File: src/rtl/dct_mb_sched.sv
// ---------------------------------------------------------------------------
// dct_mb_sched
//
// Macroblock scheduler for one dct2d instance. A 4:2:0 macroblock holds six
// 8x8 blocks: 0..3 luma (tiled 2x2 over a 16x16 array) and 4..5 chroma.
// Blocks are visited in order 0..5 and a block whose mask bit is 0 is
// skipped. For each processed block, one dct2d run is launched. While it
// runs, the dct2d block-local addresses are translated into macroblock
// buffer addresses.
//
// Ports
//   clk, reset_n      clock, synchronous active-low reset
//   start, blk_mask   macroblock request; the mask is sampled with start
//   rdy, busy         idle / macroblock in progress
//   mb_done           one-cycle pulse when the macroblock is finished
//   blk_idx           block currently owned by dct2d
//   dct_rdy, dct_en   dct2d idle indication / per-block enable
//   dct_iaddr/maddr/waddr/wwren
//                     dct2d block-local addresses and write strobe
//   src_addr          source buffer address (384 words)
//   mat_addr          quantiser ROM address {chroma, dct_maddr}
//   dst_addr/dst_wren coefficient buffer address and write enable
//   dbg_state         current FSM state, for observation only
//
// Handshake with dct2d: dct_en is asserted only when dct_rdy is also high,
// so every cycle with dct_en=1 starts exactly one block. Completion is seen
// as dct_rdy falling (dct2d accepted the block) and then rising again.
// ---------------------------------------------------------------------------
module dct_mb_sched #(
    parameter int NBLK      = 6,
    parameter int LUMA_BLKS = 4
) (
    input  logic       clk,
    input  logic       reset_n,
    input  logic       start,
    input  logic [5:0] blk_mask,
    output logic       rdy,
    output logic       busy,
    output logic       mb_done,
    output logic [2:0] blk_idx,
    input  logic       dct_rdy,
    output logic       dct_en,
    input  logic [5:0] dct_iaddr,
    input  logic [5:0] dct_maddr,
    input  logic [5:0] dct_waddr,
    input  logic       dct_wwren,
    output logic [8:0] src_addr,
    output logic [6:0] mat_addr,
    output logic [8:0] dst_addr,
    output logic       dst_wren,
    output logic [2:0] dbg_state
);

    typedef enum logic [2:0] {
        S_IDLE      = 3'd0,
        S_SEEK      = 3'd1,
        S_LAUNCH    = 3'd2,
        S_WAIT_BUSY = 3'd3,
        S_WAIT_DONE = 3'd4,
        S_FIN       = 3'd5
    } state_t;

    localparam logic [2:0] LAST_BLK  = 3'(NBLK - 1);
    localparam logic [2:0] LUMA_LAST = 3'(LUMA_BLKS);

    state_t     state_q, state_d;
    logic [2:0] blk_q, blk_d;
    logic [5:0] mask_q, mask_d;

    // State register
    always_ff @(posedge clk) begin
        if (!reset_n) begin
            state_q <= S_IDLE;
            blk_q   <= 3'd0;
            mask_q  <= 6'd0;
        end else begin
            state_q <= state_d;
            blk_q   <= blk_d;
            mask_q  <= mask_d;
        end
    end

    // Next-state logic
    always_comb begin
        state_d = state_q;
        blk_d   = blk_q;
        mask_d  = mask_q;
        case (state_q)
            S_IDLE: begin
                if (start) begin
                    mask_d  = blk_mask;
                    blk_d   = 3'd0;
                    state_d = S_SEEK;
                end
            end
            S_SEEK: begin
                // One cycle per skipped block; the index stops at the last
                // block so it can never wrap.
                if (mask_q[blk_q]) begin
                    state_d = S_LAUNCH;
                end else if (blk_q == LAST_BLK) begin
                    state_d = S_FIN;
                end else begin
                    blk_d = blk_q + 3'd1;
                end
            end
            S_LAUNCH: begin
                if (dct_rdy) state_d = S_WAIT_BUSY;
            end
            S_WAIT_BUSY: begin
                if (!dct_rdy) state_d = S_WAIT_DONE;
            end
            S_WAIT_DONE: begin
                if (dct_rdy) begin
                    if (blk_q == LAST_BLK) begin
                        state_d = S_FIN;
                    end else begin
                        blk_d   = blk_q + 3'd1;
                        state_d = S_SEEK;
                    end
                end
            end
            S_FIN: begin
                state_d = S_IDLE;
            end
            default: begin
                state_d = S_IDLE;
            end
        endcase
    end

    // Output logic
    logic       is_luma;
    logic [2:0] chroma_off;

    always_comb begin
        rdy      = (state_q == S_IDLE);
        busy     = (state_q != S_IDLE);
        mb_done  = (state_q == S_FIN);
        dct_en   = (state_q == S_LAUNCH) && dct_rdy;
        // Writes are only forwarded while a block is actually running.
        dst_wren = ((state_q == S_WAIT_BUSY) || (state_q == S_WAIT_DONE)) && dct_wwren;

        is_luma    = (blk_q < LUMA_LAST);
        chroma_off = blk_q - LUMA_LAST;
        if (is_luma) begin
            // Block b sits at (row b[1], col b[0]) of the 2x2 luma tiling.
            src_addr = {1'b0, blk_q[1], dct_iaddr[5:3], blk_q[0], dct_iaddr[2:0]};
        end else begin
            src_addr = 9'd256 + {chroma_off, 6'd0} + {3'd0, dct_iaddr};
        end
        mat_addr  = {~is_luma, dct_maddr};
        dst_addr  = {blk_q, dct_waddr};
        blk_idx   = blk_q;
        dbg_state = state_q;
    end

endmodule

File: config.mk
export PLATFORM = sky130hd
export DESIGN_NAME = dct_mb_sched
export DESIGN_NICKNAME = d
export VERILOG_FILES = /design/src/rtl/dct_mb_sched.sv
export SDC_FILE = /design/constraint.sdc
export NUM_CORES = 1
export LEC_CHECK = 0
export ABC_AREA = 1
export CAP_MARGIN = 40
export CORE_MARGIN = 4
export CORE_UTILIZATION = 53
export CTS_CLUSTER_DIAMETER = 120
export DETAILED_ROUTE_END_ITERATION = 7
export DONT_BUFFER_PORTS = 1
export GPL_TIMING_DRIVEN = 0
export PLACE_DENSITY_LB_ADDON = 0.12
export REMOVE_ABC_BUFFERS = 1
export SLEW_MARGIN = 20
export SYNTH_ARGS = -nofsm -noshare
export SYNTH_HDL_FRONTEND = slang
export SYNTH_SLANG_ARGS = --single-unit
File: constraint.sdc
create_clock -name clk -period 1.9 [get_ports clk]
set_input_delay 0.285 -clock clk [delete_from_list [all_inputs] [get_ports clk]]
set_output_delay 0.285 -clock clk [all_outputs]
set_load 0.01 [all_outputs]
==> results.md, run 1 <==
* Post-Route M1 WL at 863 µm
* Ys Warns at 0
* Num CTS Buffers at 3
* IO buf count at 0
* CP max FO at 11
* GRT Residual Overflow at 0
* Area grow syn2layout at -13.0%
* Post-DP HPWL at 1480 µm
* # rows at 15
* Clock-pin transition on the worst setup and hold timing paths at 80 ps
* Gpl congestion at 0.910
* Root Driver: clkbuf_4
* First-pass GRT wire length at 2990 µm
* Slew HR at 0.654
* Status: finished, final reports clean
* Met2 routed WL at 789 µm
* Hold-fix buffers at CTS at 0
* Later-pin clock latency in the skew report at 270 ps
* Die width at 50.4 µm
* Maximum root-to-sink buffer count at 2
* Worst vdd ir at 0.921 mV
* Yosys top cell area share at 0.253
* Initial Util at 0.557
* Final Skew at 2.12 ps
* Unrepaired setup endpoints after global routing: false
* DR WL/cell at 12.7 µm
* Crit end category: primary output
* Mapped Cells at 147
* Unique masters post-synth at 22
* Util after Layout at 0.484
* Number of antenna violations at the first check in global routing at 0
* Vias in the first global route at 670
* Max Used Layer: met4
* Vias/cell at 5.06
* CTS tree: built
* Power Density at 1870 nW/µm²
* Fin crit share at 0.904
* Largest net degree at the start of global routing at 14
* Least-Margin Pin Slew at 519 ps
* Synth top area cells: dfxtp_1 (25%), buf_4 (17%), nand2_1 (11%)
* Placed instance area at 790 µm²
* Max Fclk at 582 MHz
* Fin area at 827 µm²
* 1st-iter DRT viols at 13
* Yosys reg bits at 12
* Via count at 769
* Core area at 1710 µm²
* Die ar. at 2540 µm²
* DR DRC count at 0
* Startpoint Class: register
* Worst EP arrival at 1430 ps
* Min Tclk post-route at 1720 ps
* First-pass iteration count of the detailed router at 4
* Final Max Tran Viols at 0
* Ports at 65
* Die height at 50.4 µm
* Post-synth top area cell: dfxtp_1
* Final Hold Viols at 0
* # clock sinks at 12
* Sequential area share after synthesis at 0.253
* Setup TNS at 0 ps
* Setup violations, final at 0
* Kind of critical path: reg -> out
* NumNets Final at 159
* Share of layout cells above drive strength 1 at 0.150
* DRT antenna net count at 0
* Syn avg cell area at 6.47 µm²
* Diode count at 0
* Max_cap viols at 0
* LEAKAGE at 0.000401 µW
* Setup repair bufs after CTS at 0
* GRT Total Usage at 0.157
* Final Hold Slack at 121 ps
* Layout fillers at 193
* H-tree Lvls at 1
* Setup WS pre-CTS at 2.43 ps
* WL met3 at 277 µm
* Worst Path Required at 1620 ps
* Final WS setup at 183 ps
* Post-Syn Area at 951 µm²
* HP Class: in -> reg
* DRT Wirelength at 1940 µm
power breakdown:
part / internal [µW] / switching, µW
Clock: 116 / 91.1
Combinational: 265 / 539
Sequential: 348 / 188
Total: 729 / 819
through the flow:
stage,std cells,total power (µW)
floorplan,123,1200
global placement,148,1340
detailed placement,148,1350
CTS,152,1570
global route,152,1720
finish,152,1550
critical path, cell delays in order, from the launching register on:
cell and delay, ps:
dfxtp_1 650, inv_1 160, o21ai_0 340
layer usage:
layer	vias to the layer above	GRT usage
li1	397	-
met4	0	0.0673
met3	2	0.113
met5	-	0.0952
met2	40	0.209
met1	330	0.182
cells by family after synthesis:
kind of cell | count (synthesis) | share of synthesized area
compound gates | 23 | 0.126
xor+xnor | 1 | 0.00921
fa+ha+maj | 2 | 0.0263
buf+inv | 45 | 0.287
flops | 12 | 0.253
simple gates | 64 | 0.299
final timing paths:
| check | slack [ps] | to | depth (start not counted) | start |
|---|---|---|---|---|
| worst max-delay path | 180 | src_addr[3] | 2 | blk_idx[0] |
| worst min-delay path | 120 | blk_idx[2] | 2 | reset_n |
| worst max register to register | 210 | blk_idx[1] | 11 | blk_idx[0] |
| worst min register to register | 460 | mask_q[0] | 2 | mask_q[0] |
flip-flops by register name, summed over array words and instances (netlist names):
signal / count
blk_idx: 3
dbg_state: 3
mask_q: 6
cell type report:
| type | count | area [µm²] | share of cell area |
|---|---|---|---|
| inverter | 21 | 80.1 | 0.0968 |
| multi-input combinational | 90 | 438 | 0.530 |
| tap | 25 | 31.3 | 0.0378 |
| clock buffer | 4 | 36.3 | 0.0439 |
| sequential | 12 | 241 | 0.292 |
cell usage in the layout (no fill, tap or decap), types with 2 or more instances in the layout:
cell type  Yosys  final
a21oi_1        7      7
nor2_1        16     16
inv_2          4      4
o21ai_0       14     14
nand2_2        7      7
clkbuf_4       0      3
ha_1           2      2
dfxtp_1       12     11
inv_1         16     16
nor3_1         2      2
nand3_1        6      6
nand4_1        3      3
nand2_1       28     28
synth_stat cells:
cell	instances
nor3_2	1
nor3_1	2
bufbuf_8	1
inv_1	16
buf_4	21
o211ai_1	1
nand2_1	28
buf_2	1
o21ai_0	14
nand2_2	7
nand4_1	3
buf_6	1
nor2_1	16
clkinv_2	1
dfxtp_1	12
a21oi_1	7
inv_2	4
ha_1	2
nand3_1	6
a21boi_0	1
xor2_1	1
nor2_2	1
what timing repair did:
item	4_1_cts	5_1_grt
hold endpoints to repair	0	0
resized for setup	1	0
endpoints found under the setup margin	2	0
Note: power is estimated with default switching activity, not from simulation.
==> inputs of run 2 (changes only) <==
--- a/config.mk
+++ b/config.mk
@@ -6,14 +6,15 @@
 export NUM_CORES = 1
 export LEC_CHECK = 0
 export ABC_AREA = 1
-export CAP_MARGIN = 40
+export CAP_MARGIN = 10
 export CORE_MARGIN = 4
-export CORE_UTILIZATION = 53
+export CORE_UTILIZATION = 50
 export CTS_CLUSTER_DIAMETER = 120
 export DETAILED_ROUTE_END_ITERATION = 7
 export DONT_BUFFER_PORTS = 1
 export GPL_TIMING_DRIVEN = 0
 export PLACE_DENSITY_LB_ADDON = 0.12
+export RECOVER_POWER = 25
 export REMOVE_ABC_BUFFERS = 1
 export SLEW_MARGIN = 20
 export SYNTH_ARGS = -nofsm -noshare
==> results.md, run 2 (same netlist as run 1, synthesis figures left out) <==
* Met3 usage at 0.123
* Placed cells at 148
* WHS Path Cells at 2
* Slew HR at 0.659
* Setup violations, final at 0
* Worst EP arrival at 1430 ps
* Max Fclk at 584 MHz
* Util after Layout at 0.469
* DRT Wirelength at 2010 µm
* Placed instance area at 790 µm²
* GRT Total Usage at 0.163
* Commonest non-fill, non-tap cell in the layout: nand2_1
* Later-pin clock latency in the skew report at 270 ps
* Unrepaired setup endpoints after global routing: false
* Vias/cell at 5.05
* Largest register FFs at 6
* Area grow syn2layout at -13.0%
* R2R Setup Slk at 230 ps
* Core area at 1760 µm²
* Diode count at 0
* Grt peak-use layer: met2
* Least-Margin Pin Slew at 511 ps
* Met1 Use GR at 0.193
* Worst Hold End: blk_idx[2]
* 1st-iter DRT viols at 11
* Crit path largest cell delay at 650 ps
* Gpl congestion at 0.788
* Worst-path cell chain: inv_1 > o21ai_0
* Final Max Tran Viols at 0
* Biggest register: mask_q
* LEAKAGE at 0.000401 µW
* CTS tree: built
* Leading cell types in the layout, fill and taps excluded: nand2_1 (28), inv_1 (16), nor2_1 (16), o21ai_0 (14), dfxtp_1 (11)
* Clock-pin transition on the worst setup and hold timing paths at 80 ps
* NumNets Final at 159
* Startpoint Class: register
* Worst Path Required at 1620 ps
* Final Skew at 0.735 ps
* DRT antenna net count at 0
* DR DRC count at 0
* Fin crit share at 0.901
* Min Tclk post-route at 1710 ps
* CP max FO at 11
* Power Density at 1880 nW/µm²
* # rows at 15
* Num CTS Buffers at 3
* Fin area at 827 µm²
* Kind of critical path: reg -> out
* Final std cells w/o fill at 152
* Initial Util at 0.539
* Worst Min Path Start: reset_n
* IO buf count at 0
* Hold-fix buffers at CTS at 0
* Worst vdd ir at 1.09 mV
* Number of antenna violations at the first check in global routing at 0
* Post-DP HPWL at 1570 µm
* FF-to-FF Start: blk_idx[0]
* Setup TNS at 0 ps
* Share of layout cells above drive strength 1 at 0.150
* H-tree Lvls at 1
* Maximum root-to-sink buffer count at 2
* Die width at 51.6 µm
* Post-cts sizing count at 1
* Vias in the first global route at 678
* Max_cap viols at 0
* Via count at 767
* Highest-delay cell along the critical path: dfxtp_1
* Reg-to-reg endpoint: blk_idx[0]
* First-pass iteration count of the detailed router at 4
* Largest net degree at the start of global routing at 14
* Met2 Use GR at 0.210
* Layout fillers at 207
* First-pass GRT wire length at 3160 µm
* Root Driver: clkbuf_4
* Die ar. at 2660 µm²
* GRT Residual Overflow at 0
* DR WL/cell at 13.2 µm
* Register-to-Register Path Depth at 11
* Ports at 65
* Status: finished, final reports clean
* Die height at 51.6 µm
* Crit end category: primary output
* Setup repair bufs after CTS at 0
* Final Hold Viols at 0
* # clock sinks at 12
* HP Class: in -> reg
-- run 2: layer usage --
metal	vias up	wire, µm
met4	0	15
met5	-	0
met3	2	274
li1	400	-
met2	34	806
met1	331	909
-- run 2: how the worst max path moves through the flow --
stage,start,end,cells past startpoint
global route,blk_idx[0],blk_idx[1],11
floorplan,blk_idx[2],blk_idx[1],9
global placement,blk_idx[2],blk_idx[0],9
finish,blk_idx[0],src_addr[3],2
detailed placement,blk_idx[2],dbg_state[1],9
CTS,blk_idx[0],src_addr[3],2
-- run 2: worst max-delay path: cells and delay by family (launching register included) --
family / cells / cell delay, ps
buffers and inverters: 1 / 160
DFF: 1 / 650
AOI/OAI and AO/OA: 1 / 340
-- run 2: layout make-up --
type	instances	area (µm²)	area share
Tap cell	25	31.3	0.0378
Clock buffer	4	36.3	0.0439
Multi-Input combinational cell	90	438	0.530
Inverter	21	80.1	0.0968
Sequential cell	12	241	0.292
-- run 2: power by group --
group	internal [µW]	switching, µW	total (µW)
combinational	265	539	803
clock	116	93.2	210
sequential	348	190	538
-- run 2: metrics by stage --
step	hold slack [ps]	total power, µW	worst slack, ps
detailed placement	412	1350	-9.89
CTS	112	1570	157
floorplan	405	1200	252
finish	120	1550	188
global placement	409	1340	18.2
global route	109	1730	10.7
==> inputs of run 3 (changes only) <==
--- a/config.mk
+++ b/config.mk
@@ -13,9 +13,9 @@
 export DETAILED_ROUTE_END_ITERATION = 7
 export DONT_BUFFER_PORTS = 1
 export GPL_TIMING_DRIVEN = 0
-export PLACE_DENSITY_LB_ADDON = 0.12
 export RECOVER_POWER = 25
 export REMOVE_ABC_BUFFERS = 1
+export SETUP_SLACK_MARGIN = 0.2
 export SLEW_MARGIN = 20
 export SYNTH_ARGS = -nofsm -noshare
 export SYNTH_HDL_FRONTEND = slang
==> results.md, run 3 (same netlist as run 1, synthesis figures left out) <==
* Status: finished, final reports clean
* Gpl congestion at 0.772
* Die height at 51.6 µm
* CP max FO at 6
* DR WL/cell at 12.8 µm
* Final Hold Slack at 118 ps
* Largest net degree at the start of global routing at 14
* Max Fclk at 639 MHz
* Comb pwr share at 0.518
* Vias in the first global route at 696
* # clock sinks at 12
* Reg-to-reg endpoint: blk_idx[0]
* Crit end category: primary output
* Setup violations, final at 0
* NumNets Final at 159
* Power Density at 1860 nW/µm²
* Worst vdd ir at 0.730 mV
* GRT Residual Overflow at 0
* Min Tclk post-route at 1570 ps
* Register-to-Register Path Depth at 9
* Number of antenna violations at the first check in global routing at 0
* Unrepaired setup endpoints after global routing: true
* Maximum root-to-sink buffer count at 2
* H-tree Lvls at 1
* Worst Path Required at 1620 ps
* HP Class: in -> reg
* First-pass iteration count of the detailed router at 3
* Switch Pwr at 811 µW
* Seq pwr share at 0.351
* Leading cell types in the layout, fill and taps excluded: nand2_1 (28), inv_1 (16), nor2_1 (16), o21ai_0 (13), dfxtp_1 (8)
* Max_cap viols at 0
* Startpoint Class: register
* Initial Util at 0.539
* FF-to-FF Start: dbg_state[0]
* Clock-pin transition on the worst setup and hold timing paths at 80 ps
* DRT Wirelength at 1940 µm
* Area grow syn2layout at -12.4%
* CTS tree: built
* 1st-iter DRT viols at 7
* Via count at 762
* Least-Margin Pin Slew at 356 ps
* DR DRC count at 0
* Ports at 65
* GRT Total Usage at 0.156
* CP startpoint: dbg_state[1]
* Biggest register: mask_q
* Setup WS pre-CTS at 15.8 ps
* Die width at 51.6 µm
* Share of layout cells above drive strength 1 at 0.173
* Core area at 1760 µm²
* # rows at 15
* Final Max Tran Viols at 0
* Post-DP HPWL at 1530 µm
* Internal power at 743 µW
* Commonest non-fill, non-tap cell in the layout: nand2_1
* Clk network pwr share at 0.130
* Worst setup path endpoint: dct_en
* DRT antenna net count at 0
* Root Driver: clkbuf_4
* Die ar. at 2660 µm²
* Fin crit share at 0.824
* IO buf count at 0
* Kind of critical path: reg -> out
* First-pass GRT wire length at 3060 µm
* Final WS setup at 334 ps
* Worst EP arrival at 1280 ps
* Later-pin clock latency in the skew report at 270 ps
* Diode count at 0
* Vias/cell at 5.01
* Total power at 1550 µW
* Final Hold Viols at 0
* Num CTS Buffers at 3
* Setup TNS at 0 ps
* Hold-fix buffers at CTS at 0
* Slew HR at 0.760
* Largest register FFs at 6
* Switch share at 0.522
* R2R Setup Slk at 380 ps
* LEAKAGE at 0.000403 µW
* Final Skew at 2.90 ps
## run 3: changes by cell type in the layout (fill, tap and decap cells not counted)
cell      previous run  this run
a21boi_1             0         1
dfxtp_1             11         8
dfxtp_2              1         3
a21boi_0             1         0
o21ai_1              0         1
o21ai_0             14        13
dfxtp_4              0         1
## run 3: what timing repair did
item                       4_1_cts  5_1_grt
setup endpoints to repair        9       12
resized for setup                2        5
pin swaps                        0        0
buffers inserted                 0        0
## run 3: stage by stage
step,cells,util,instance area (µm²)
after floorplan,123,-,758
final,152,0.472,833
after CTS,152,0.470,828
after global placement,148,0.448,790
after global routing,152,0.472,833
after detailed placement,148,0.448,790
## run 3: final cells by class
| type | count | area, µm² |
|---|---|---|
| inverters | 21 | 80.1 |
| clock buffers | 4 | 36.3 |
| flip-flops and latches | 12 | 248 |
| fillers | 195 | 931 |
| multi-input cells | 90 | 438 |
| well taps | 25 | 31.3 |
## run 3: critical path: stages (launching register included)
cell	delay (ps)
dfxtp_2	390
inv_1	120
nor3_1	210
inv_1	100
nor2_1	190
## run 3: metal layers
metal	up-vias	share of wire	track usage
met1	331	0.46	0.173
met5	-	0	0.0714
met3	2	0.11	0.140
met4	0	0.0046	0.0262
met2	31	0.42	0.216
li1	398	-	-
## run 3: worst min-delay path by stage
stage	start	slack (ps)	to	cells past startpoint
floorplan	reset_n	410	dbg_state[0]	2
global placement	reset_n	410	dbg_state[2]	2
detailed placement	reset_n	410	dbg_state[0]	2
CTS	reset_n	110	blk_idx[2]	2
global route	reset_n	110	dbg_state[0]	2
finish	reset_n	120	blk_idx[2]	2
## run 3: power groups by stage
stage	registers, µW	logic, µW	clock network [µW]
floorplan	508	692	0
global placement	541	797	0
detailed placement	543	807	0
CTS	542	813	212
global route	574	946	223
finish	546	805	202
